File: config.mk
export PLATFORM = sky130hd
export DESIGN_NAME = mem_access_ctrl
export DESIGN_NICKNAME = d
export VERILOG_FILES = /design/src/rtl/lc3b_mem_pkg.sv /design/src/rtl/byte_lane_sext.sv /design/src/rtl/mem_access_ctrl.sv
export SDC_FILE = /design/constraint.sdc
export NUM_CORES = 1
export LEC_CHECK = 0
export ABC_AREA = 1
export BUFFER_PORTS_ARGS = -buffer_cell sky130_fd_sc_hd__buf_2
export CORE_ASPECT_RATIO = 0.75
export CORE_MARGIN = 3
export CORE_UTILIZATION = 53
export CTS_BUF_LIST = sky130_fd_sc_hd__clkbuf_8
export CTS_CLUSTER_SIZE = 12
export DETAILED_ROUTE_END_ITERATION = 8
export PLACE_DENSITY_LB_ADDON = 0.05
export SYNTH_ARGS = -nofsm -noshare
export SYNTH_HDL_FRONTEND = slang
export SYNTH_SLANG_ARGS = --single-unit
File: constraint.sdc
create_clock -name clk_50 -period 2.4 [get_ports clk_50]
set_input_delay 0.48 -clock clk_50 [delete_from_list [all_inputs] [get_ports clk_50]]
set_output_delay 0.48 -clock clk_50 [all_outputs]
set_load 0.01 [all_outputs]
File: src/rtl/lc3b_mem_pkg.sv
// Shared types and constants for the LC-3b memory access controller.
// Holds the controller state enum and the rw / datasize strobe encodings.
package lc3b_mem_pkg;

    typedef enum logic [2:0] {
        IDLE,
        ADDR,
        DATA,
        WAIT,
        DONE
    } mem_state_t;

    localparam logic DATASIZE_BYTE = 1'b1;
    localparam logic DATASIZE_WORD = 1'b0;

    localparam logic RW_READ  = 1'b0;
    localparam logic RW_WRITE = 1'b1;

endpackage

File: src/rtl/byte_lane_sext.sv
// Picks one byte lane of a 16-bit word and sign-extends it to 16 bits.
// Ports: word (16-bit input), sel_lo (1 = bits [7:0], 0 = bits [15:8]), sext (result).
module byte_lane_sext (
    input  logic [15:0] word,
    input  logic        sel_lo,
    output logic [15:0] sext
);

    logic [7:0] lane;

    assign lane = sel_lo ? word[7:0] : word[15:8];
    assign sext = {{8{lane[7]}}, lane};

endmodule

File: src/rtl/mem_access_ctrl.sv
// LC-3b CPU-side memory initiator: one load/store per request, driving
// ldMar/ldMdr/rw/datasize/bus and waiting on mem_r with a timeout.
// Ports: clk_50, reset (async, active-high); req_* datapath request side;
// resp_* one-cycle completion with data/error; mem_* memory handshake.
// Build option: define UNALIGNED_TRAP_EN to trap odd-address word accesses
// instead of silently aligning them.
module mem_access_ctrl
    import lc3b_mem_pkg::*;
#(
    parameter int ADDR_W         = 16,
    parameter int TIMEOUT_CYCLES = 32
) (
    input  logic              clk_50,
    input  logic              reset,
    input  logic              req_valid,
    output logic              req_ready,
    input  logic              req_write,
    input  logic              req_byte,
    input  logic [ADDR_W-1:0] req_addr,
    input  logic [15:0]       req_wdata,
    output logic              resp_valid,
    output logic [15:0]       resp_rdata,
    output logic              resp_err,
    output logic              mem_ldMar,
    output logic              mem_ldMdr,
    output logic              mem_rw,
    output logic              mem_datasize,
    output logic [ADDR_W-1:0] mem_bus,
    input  logic              mem_r,
    input  logic [15:0]       mem_rdata
);

    localparam logic [7:0] TO_LAST = 8'(TIMEOUT_CYCLES - 1);

    mem_state_t  state;
    logic [7:0]  cnt;
    logic        lat_write;
    logic        lat_byte;
    logic        lat_addr_lo;
    logic [15:0] lat_wdata;

    logic              unaligned_trap;
    logic [ADDR_W-1:0] eff_addr;
    logic [15:0]       store_word;
    logic [15:0]       sext_word;
    logic [15:0]       load_word;

`ifdef UNALIGNED_TRAP_EN
    assign unaligned_trap = ~req_byte & req_addr[0];
    assign eff_addr       = req_addr;
`else
    // Word accesses are silently aligned down to the even byte.
    assign unaligned_trap = 1'b0;
    assign eff_addr       = {req_addr[ADDR_W-1:1], req_byte & req_addr[0]};
`endif

    // Byte stores replicate the low byte onto both lanes.
    assign store_word = lat_byte ? {lat_wdata[7:0], lat_wdata[7:0]}
                                 : lat_wdata;

    byte_lane_sext u_sext (
        .word   (mem_rdata),
        .sel_lo (lat_addr_lo),
        .sext   (sext_word)
    );

    assign load_word = lat_byte ? sext_word : mem_rdata;

    always_ff @(posedge clk_50 or posedge reset) begin
        if (reset) begin
            state        <= IDLE;
            cnt          <= '0;
            lat_write    <= 1'b0;
            lat_byte     <= 1'b0;
            lat_addr_lo  <= 1'b0;
            lat_wdata    <= '0;
            req_ready    <= 1'b1;
            resp_valid   <= 1'b0;
            resp_rdata   <= '0;
            resp_err     <= 1'b0;
            mem_ldMar    <= 1'b0;
            mem_ldMdr    <= 1'b0;
            mem_rw       <= RW_READ;
            mem_datasize <= DATASIZE_WORD;
            mem_bus      <= '0;
        end else begin
            mem_ldMar  <= 1'b0;
            mem_ldMdr  <= 1'b0;
            resp_valid <= 1'b0;
            unique case (state)
                IDLE: begin
                    if (req_valid) begin
                        lat_write   <= req_write;
                        lat_byte    <= req_byte;
                        lat_addr_lo <= eff_addr[0];
                        lat_wdata   <= req_wdata;
                        req_ready   <= 1'b0;
                        if (unaligned_trap) begin
                            state      <= DONE;
                            resp_valid <= 1'b1;
                            resp_err   <= 1'b1;
                            resp_rdata <= '0;
                        end else begin
                            state        <= ADDR;
                            cnt          <= '0;
                            mem_ldMar    <= 1'b1;
                            mem_bus      <= eff_addr;
                            mem_datasize <= req_byte ? DATASIZE_BYTE
                                                     : DATASIZE_WORD;
                        end
                    end
                end
                ADDR: begin
                    if (lat_write) begin
                        state     <= DATA;
                        mem_ldMdr <= 1'b1;
                        mem_rw    <= RW_WRITE;
                        mem_bus   <= ADDR_W'(store_word);
                    end else begin
                        state   <= WAIT;
                        mem_bus <= '0;
                    end
                end
                DATA: begin
                    state   <= WAIT;
                    mem_bus <= '0;
                end
                WAIT: begin
                    cnt <= cnt + 8'd1;
                    if (mem_r) begin
                        state      <= DONE;
                        resp_valid <= 1'b1;
                        resp_err   <= 1'b0;
                        resp_rdata <= lat_write ? 16'h0000 : load_word;
                        mem_rw     <= RW_READ;
                    end else if (cnt == TO_LAST) begin
                        state      <= DONE;
                        resp_valid <= 1'b1;
                        resp_err   <= 1'b1;
                        resp_rdata <= '0;
                        mem_rw     <= RW_READ;
                    end
                end
                DONE: begin
                    state        <= IDLE;
                    req_ready    <= 1'b1;
                    resp_err     <= 1'b0;
                    resp_rdata   <= '0;
                    mem_datasize <= DATASIZE_WORD;
                end
                default: state <= IDLE;
            endcase
        end
    end

endmodule

; ---- Word-level counts from Yosys, hierarchy flattened
; Index checks and enable logic that the tools add are counted.
; W data, S select, Z words.
[word_totals]
ff_bits = 69
inputBits = 54
out_inout_bits = 39
[op_classes]
add_sub_neg = 1
n_eq_ne = 8
muxes = 36
n_bitwise = 1
reduce_logical = 13
[ops]
columns = operator, count
row1 = $mux W16, 7
row2 = $pmux W16 S3, 1
row3 = $pmux W16 S2, 1
row4 = $mux W1, 16
row5 = $mux W8, 2
row6 = $pmux W8 S2, 1
row7 = $pmux W3 S4, 1
row8 = $reduce_and A2 Y1, 6
row9 = $mux W3, 3
row10 = $add A8 B1 Y8 const B, 1
row11 = $eq A8 B5 Y1 const B, 1
row12 = $pmux W1 S2, 4
row13 = $reduce_bool A2 Y1, 4
row14 = $eq A3 B2 Y1 const B, 2
row15 = $ne A2 B2 Y1 const B, 2
row16 = $eq A3 B1 Y1 const B, 1
row17 = $eq A3 B3 Y1 const B, 1
row18 = $logic_not A3 Y1, 1
row19 = $ne A3 B3 Y1 const B, 1
row20 = $reduce_and A3 Y1, 1
row21 = $reduce_bool A3 Y1, 1
row22 = $and A1 B1 Y1, 1

; ---- Logic depth before layout (Yosys ltp)
[depth]
depth_word = 5
mapped_depth = 10

; ---- Modules after synthesis
; Synthesis repeated with hierarchy kept, for this count alone.
[hier_totals]
hier_cells = 522
hier_area_um2 = 3657.3
[modules_own_cells]
columns = module, n_inst, cells_per_inst, area_each_um2
row1 = mem_access_ctrl, 1, 488, 3492.1
row2 = byte_lane_sext, 1, 34, 165.2

; ---- Worst setup path before layout
; Ideal clock, no wire load.
[synth_timing]
kind = register -> register
startpoint = reg cnt[0]
endpoint = reg resp_rdata[11]
arrival_ns = 1.313
t_required_ns = 2.283
slack_ns = 0.970
stages_incl_launch_ff = 11
path_buffers = 2
cell_sequence = dfrtp_1 -> ha_1 -> nand2_1 -> nor2_1 -> nand3_1 -> nand2_1 -> nand2_2 -> buf_6 -> buf_8 -> nand3_1 -> nand2_1
[synth_between]
elab_chain_cells = 3
[synth_lines]
columns = item, line
row1 = start: declaration, mem_access_ctrl.sv:36  ; logic [7:0] cnt;
row2 = start signal: assignment, mem_access_ctrl.sv:129  ; cnt <= cnt + 8'd1;
row3 = $eq A8 B5 Y1, mem_access_ctrl.sv:136  ; end else if (cnt == TO_LAST) begin
row4 = $ne A3 B3 Y1 (no source line), --
row5 = $reduce_and A2 Y1 (no source line), --
row6 = end signal: assignment, mem_access_ctrl.sv:134  ; resp_rdata <= lat_write ? 16'h0000 : load_word;
row7 = end: declaration, mem_access_ctrl.sv:22  ; output logic [15:0] resp_rdata,
; No other way between the ends.
; A chain may end at the register's enable or synchronous reset.

; ---- Worst setup path after layout
[layout_timing]
startpoint = reg cnt[0]
endpoint = reg resp_rdata[9]
; Same word-level chain as after synthesis.

==> out/results.tsv <==
stage	metric	value	unit
setup_path	CP Capture Type	register	
setup_path	R2R depth	9	
routing	DRT antenna net count	0	
yosys	Post-Synthesis Cell Area	3280	um^2
clock_tree	Skew-Pair Late Insertion Delay	340	ps
layout	Antenna Cells	0	
yosys	Avg Cell Area, Syn	7.81	um^2
floorplan	# IOs	93	
global_route	gr ovfl total	0	
yosys	leading area contributor after synthesis	dfrtp_1	
routing	DR DRC count	0	
routing	vias per std cell	5.02	
layout	fill count	532	
setup_path	CP arrival	2110	ps
routing	DR iter-0 viols	227	
yosys	Post-synth EDFFs	0	
floorplan	Initial Util	55.5	%
floorplan	die area	7180	um^2
placement	Placed Cells	578	
setup_path	CP Launch Type	register	
routing	WL per Instance	13.5	um
placement	RD Place Congestion	0.845	
placement	# port buffers	92	
layout	area delta synth->final	20.9	%
power_and_ir_drop	PwrDens	1300	nW/um^2
clock_tree	clk sink count	69	
clock_tree	post-cts resize count	0	
setup_path	Worst R2R End	resp_rdata[9]	
clock_tree	Post-CTS Hold Fix Bufs	0	
sta	RSZ-0062 raised after global routing	no	
run_status	status	complete, no violations	
setup_path	flop-to-flop setup slack	510	ps
routing	final WL	8030	um
clock_tree	Clock transition at path regs	80	ps
sta	actual slew at the worst max-slew pin	696	ps
yosys	Syn Inst Count	420	
setup_path	crit path max fanout	20	
global_route	vias in the first global route	2742	
yosys	syn nets	475	
floorplan	row cnt	24	
sta	Final Hold Viols	0	
yosys	Synth Register Bits	69	
sta	final critical-path share of the clock period	78.8	%
global_route	initial antenna violation count	0	
clock_tree	number of CTS-inserted buffers	9	
setup_path	WS Path Type	reg -> reg	
flow_run	Max-cap violations	0	
routing	drt pass-1 iters	4	
sta	skew final	9.44	ps
yosys	Main synth FF type	dfrtp_1	
floorplan	die height	74.2	um
yosys	post-synth cell types	30	
yosys	Yosys warning total	0	
setup_path	RR Startpoint	cnt[0]	
global_route	global-route wire length before repair	13200	um
sta	# setup viols final	0	
sta	total negative slack	0	ps
sta	Slew Limit Fails	0	
sta	fmax	528	MHz
layout	final cell count without fillers	594	
layout	layout cells sized above 1	25.2	%
setup_path	CP max stage cell	dfrtp_1	
setup_path	Most Frequent Cell on Critical Path	nand2_1	
sta	fin crit period	1890	ps
yosys	Post-synth ARST share	100	%
layout	most common cell after layout, fill and taps aside	nand2_1	
layout	commonest non-fill, non-tap cells in the layout	nand2_1 (203), buf_2 (92), dfrtp_1 (68)	
floorplan	Horiz. Die Dim	96.9	um
setup_path	Critical Path RT	2620	ps
power_and_ir_drop	Leakage	2.26	nW
floorplan	Core ar.	5920	um^2
setup_path	cells along the critical path	ha_1, nand2_1, nor2_1, nand3_1, nand2_1, nand2_2, nand2_2, nand2_1, nand2_1	
power_and_ir_drop	worst vdd rail ir drop	0.632	mV
min_path	HP Class	in -> async	
yosys	Seq/Total Area, Yosys	52.6	%
clock_tree	CTS tree	built	
yosys	ranking of synthesized cells by area	dfrtp_1 (52%), nand2_1 (23%), nand3_1 (4.7%)	
layout	Post-layout nets	566	
global_route	largest net degree at the start of global routing	70	
clock_tree	Clock Path Buffers	2	
clock_tree	H-tree levels	3	
routing	DR vias	2979	
setup_path	family with the most delay on the worst path	simple AND/OR/NAND/NOR gates	
setup_path	CP peak stage delay	410	ps
clock_tree	CTS Root Cell	clkbuf_8	
yosys	post-synth top area share	51.8	%
placement	hpwl dp	5600	um
clock_tree	Post-CTS Setup Inserts	0	
global_route	total global-route track usage	23.4	%
sta	Rel. slew slack	53.4	%
setup_path	CP Buf/Inv Count	0	
metal layers:
layer / part of all wire, % / track usage, % / vias to the layer above
met1: 47 / 32.8 / 1350
li1: - / - / 1507
met3: 7.9 / 7.31 / 6
met5: 0 / 0 / -
met2: 44 / 35.5 / 116
met4: 0.98 / 6.70 / 0
Yosys cell counts (4+ instances only):
master / count
nand2_1: 203
dfrtp_1: 68
nand3_1: 31
a21oi_1: 25
o21ai_0: 19
inv_1: 17
nor2_1: 14
buf_2: 7
inv_2: 4
power breakdown:
part | leakage (nW) | internal (mW) | switching [mW]
registers | 0.887 | 1.66 | 0.312
logic | 1.26 | 0.777 | 1.47
clock network | 0.107 | 0.497 | 0.431
how the worst max path moves through the flow:
| stage | from | end | slack, ps | cells past startpoint |
|---|---|---|---|---|
| finish | cnt[0] | resp_rdata[9] | 510 | 9 |
| CTS | cnt[0] | resp_rdata[12] | 510 | 9 |
| global placement | cnt[0] | resp_rdata[8] | 610 | 9 |
| global route | cnt[0] | resp_rdata[9] | 310 | 9 |
| floorplan | reset | cnt[0] | 180 | 1 |
| detailed placement | cnt[0] | resp_rdata[12] | 520 | 9 |
flip-flops by register name (all words and copies together) (netlist names), 3 cells and up:
name	flops
lat_wdata	16
resp_rdata	16
state	3
mem_bus	16
cnt	8
cells by family (layout without fill, tap and decap cells):
kind of cell             count (synthesis)  after routing  synth area share, %
AND/OR/NAND/NOR                        261            261                 33.1
flip-flops                              69             69                 52.6
AO/OA/AOI/OAI                           50             50                 7.93
buffers and inverters                   39            135                 5.95
adder cells (fa/ha/maj)                  1              1                0.381
tightest hold or removal path: stages:
cell and delay, ps:
buf_2 100, inv_2 60, buf_12 300
final cells by class:
class	count	area, um^2	area share, %
tap	78	97.6	2.46
timing repair buffer	96	503	12.7
inverter	23	88.8	2.24
sequential	69	1730	43.6
clock buffer	10	138	3.47
clock inverter	6	53.8	1.36
multi-input combinational	312	1360	34.2
stage by stage:
step / util [%] / hold WS (ps) / setup slack, ps / total power, mW / cell area, um^2
5_1_grt: 67.1 / 210 / 307 / 5.59 / 3970
6_report: 67.1 / 194 / 508 / 5.15 / 3970
3_3_place_gp: 63.8 / 456 / 612 / 4.17 / 3780
3_5_place_dp: 63.8 / 461 / 524 / 4.25 / 3780
2_1_floorplan: - / 449 / 182 / 3.59 / 3280
4_1_cts: 67.1 / 211 / 506 / 5.18 / 3970
Power figures use the tool's default switching activity.
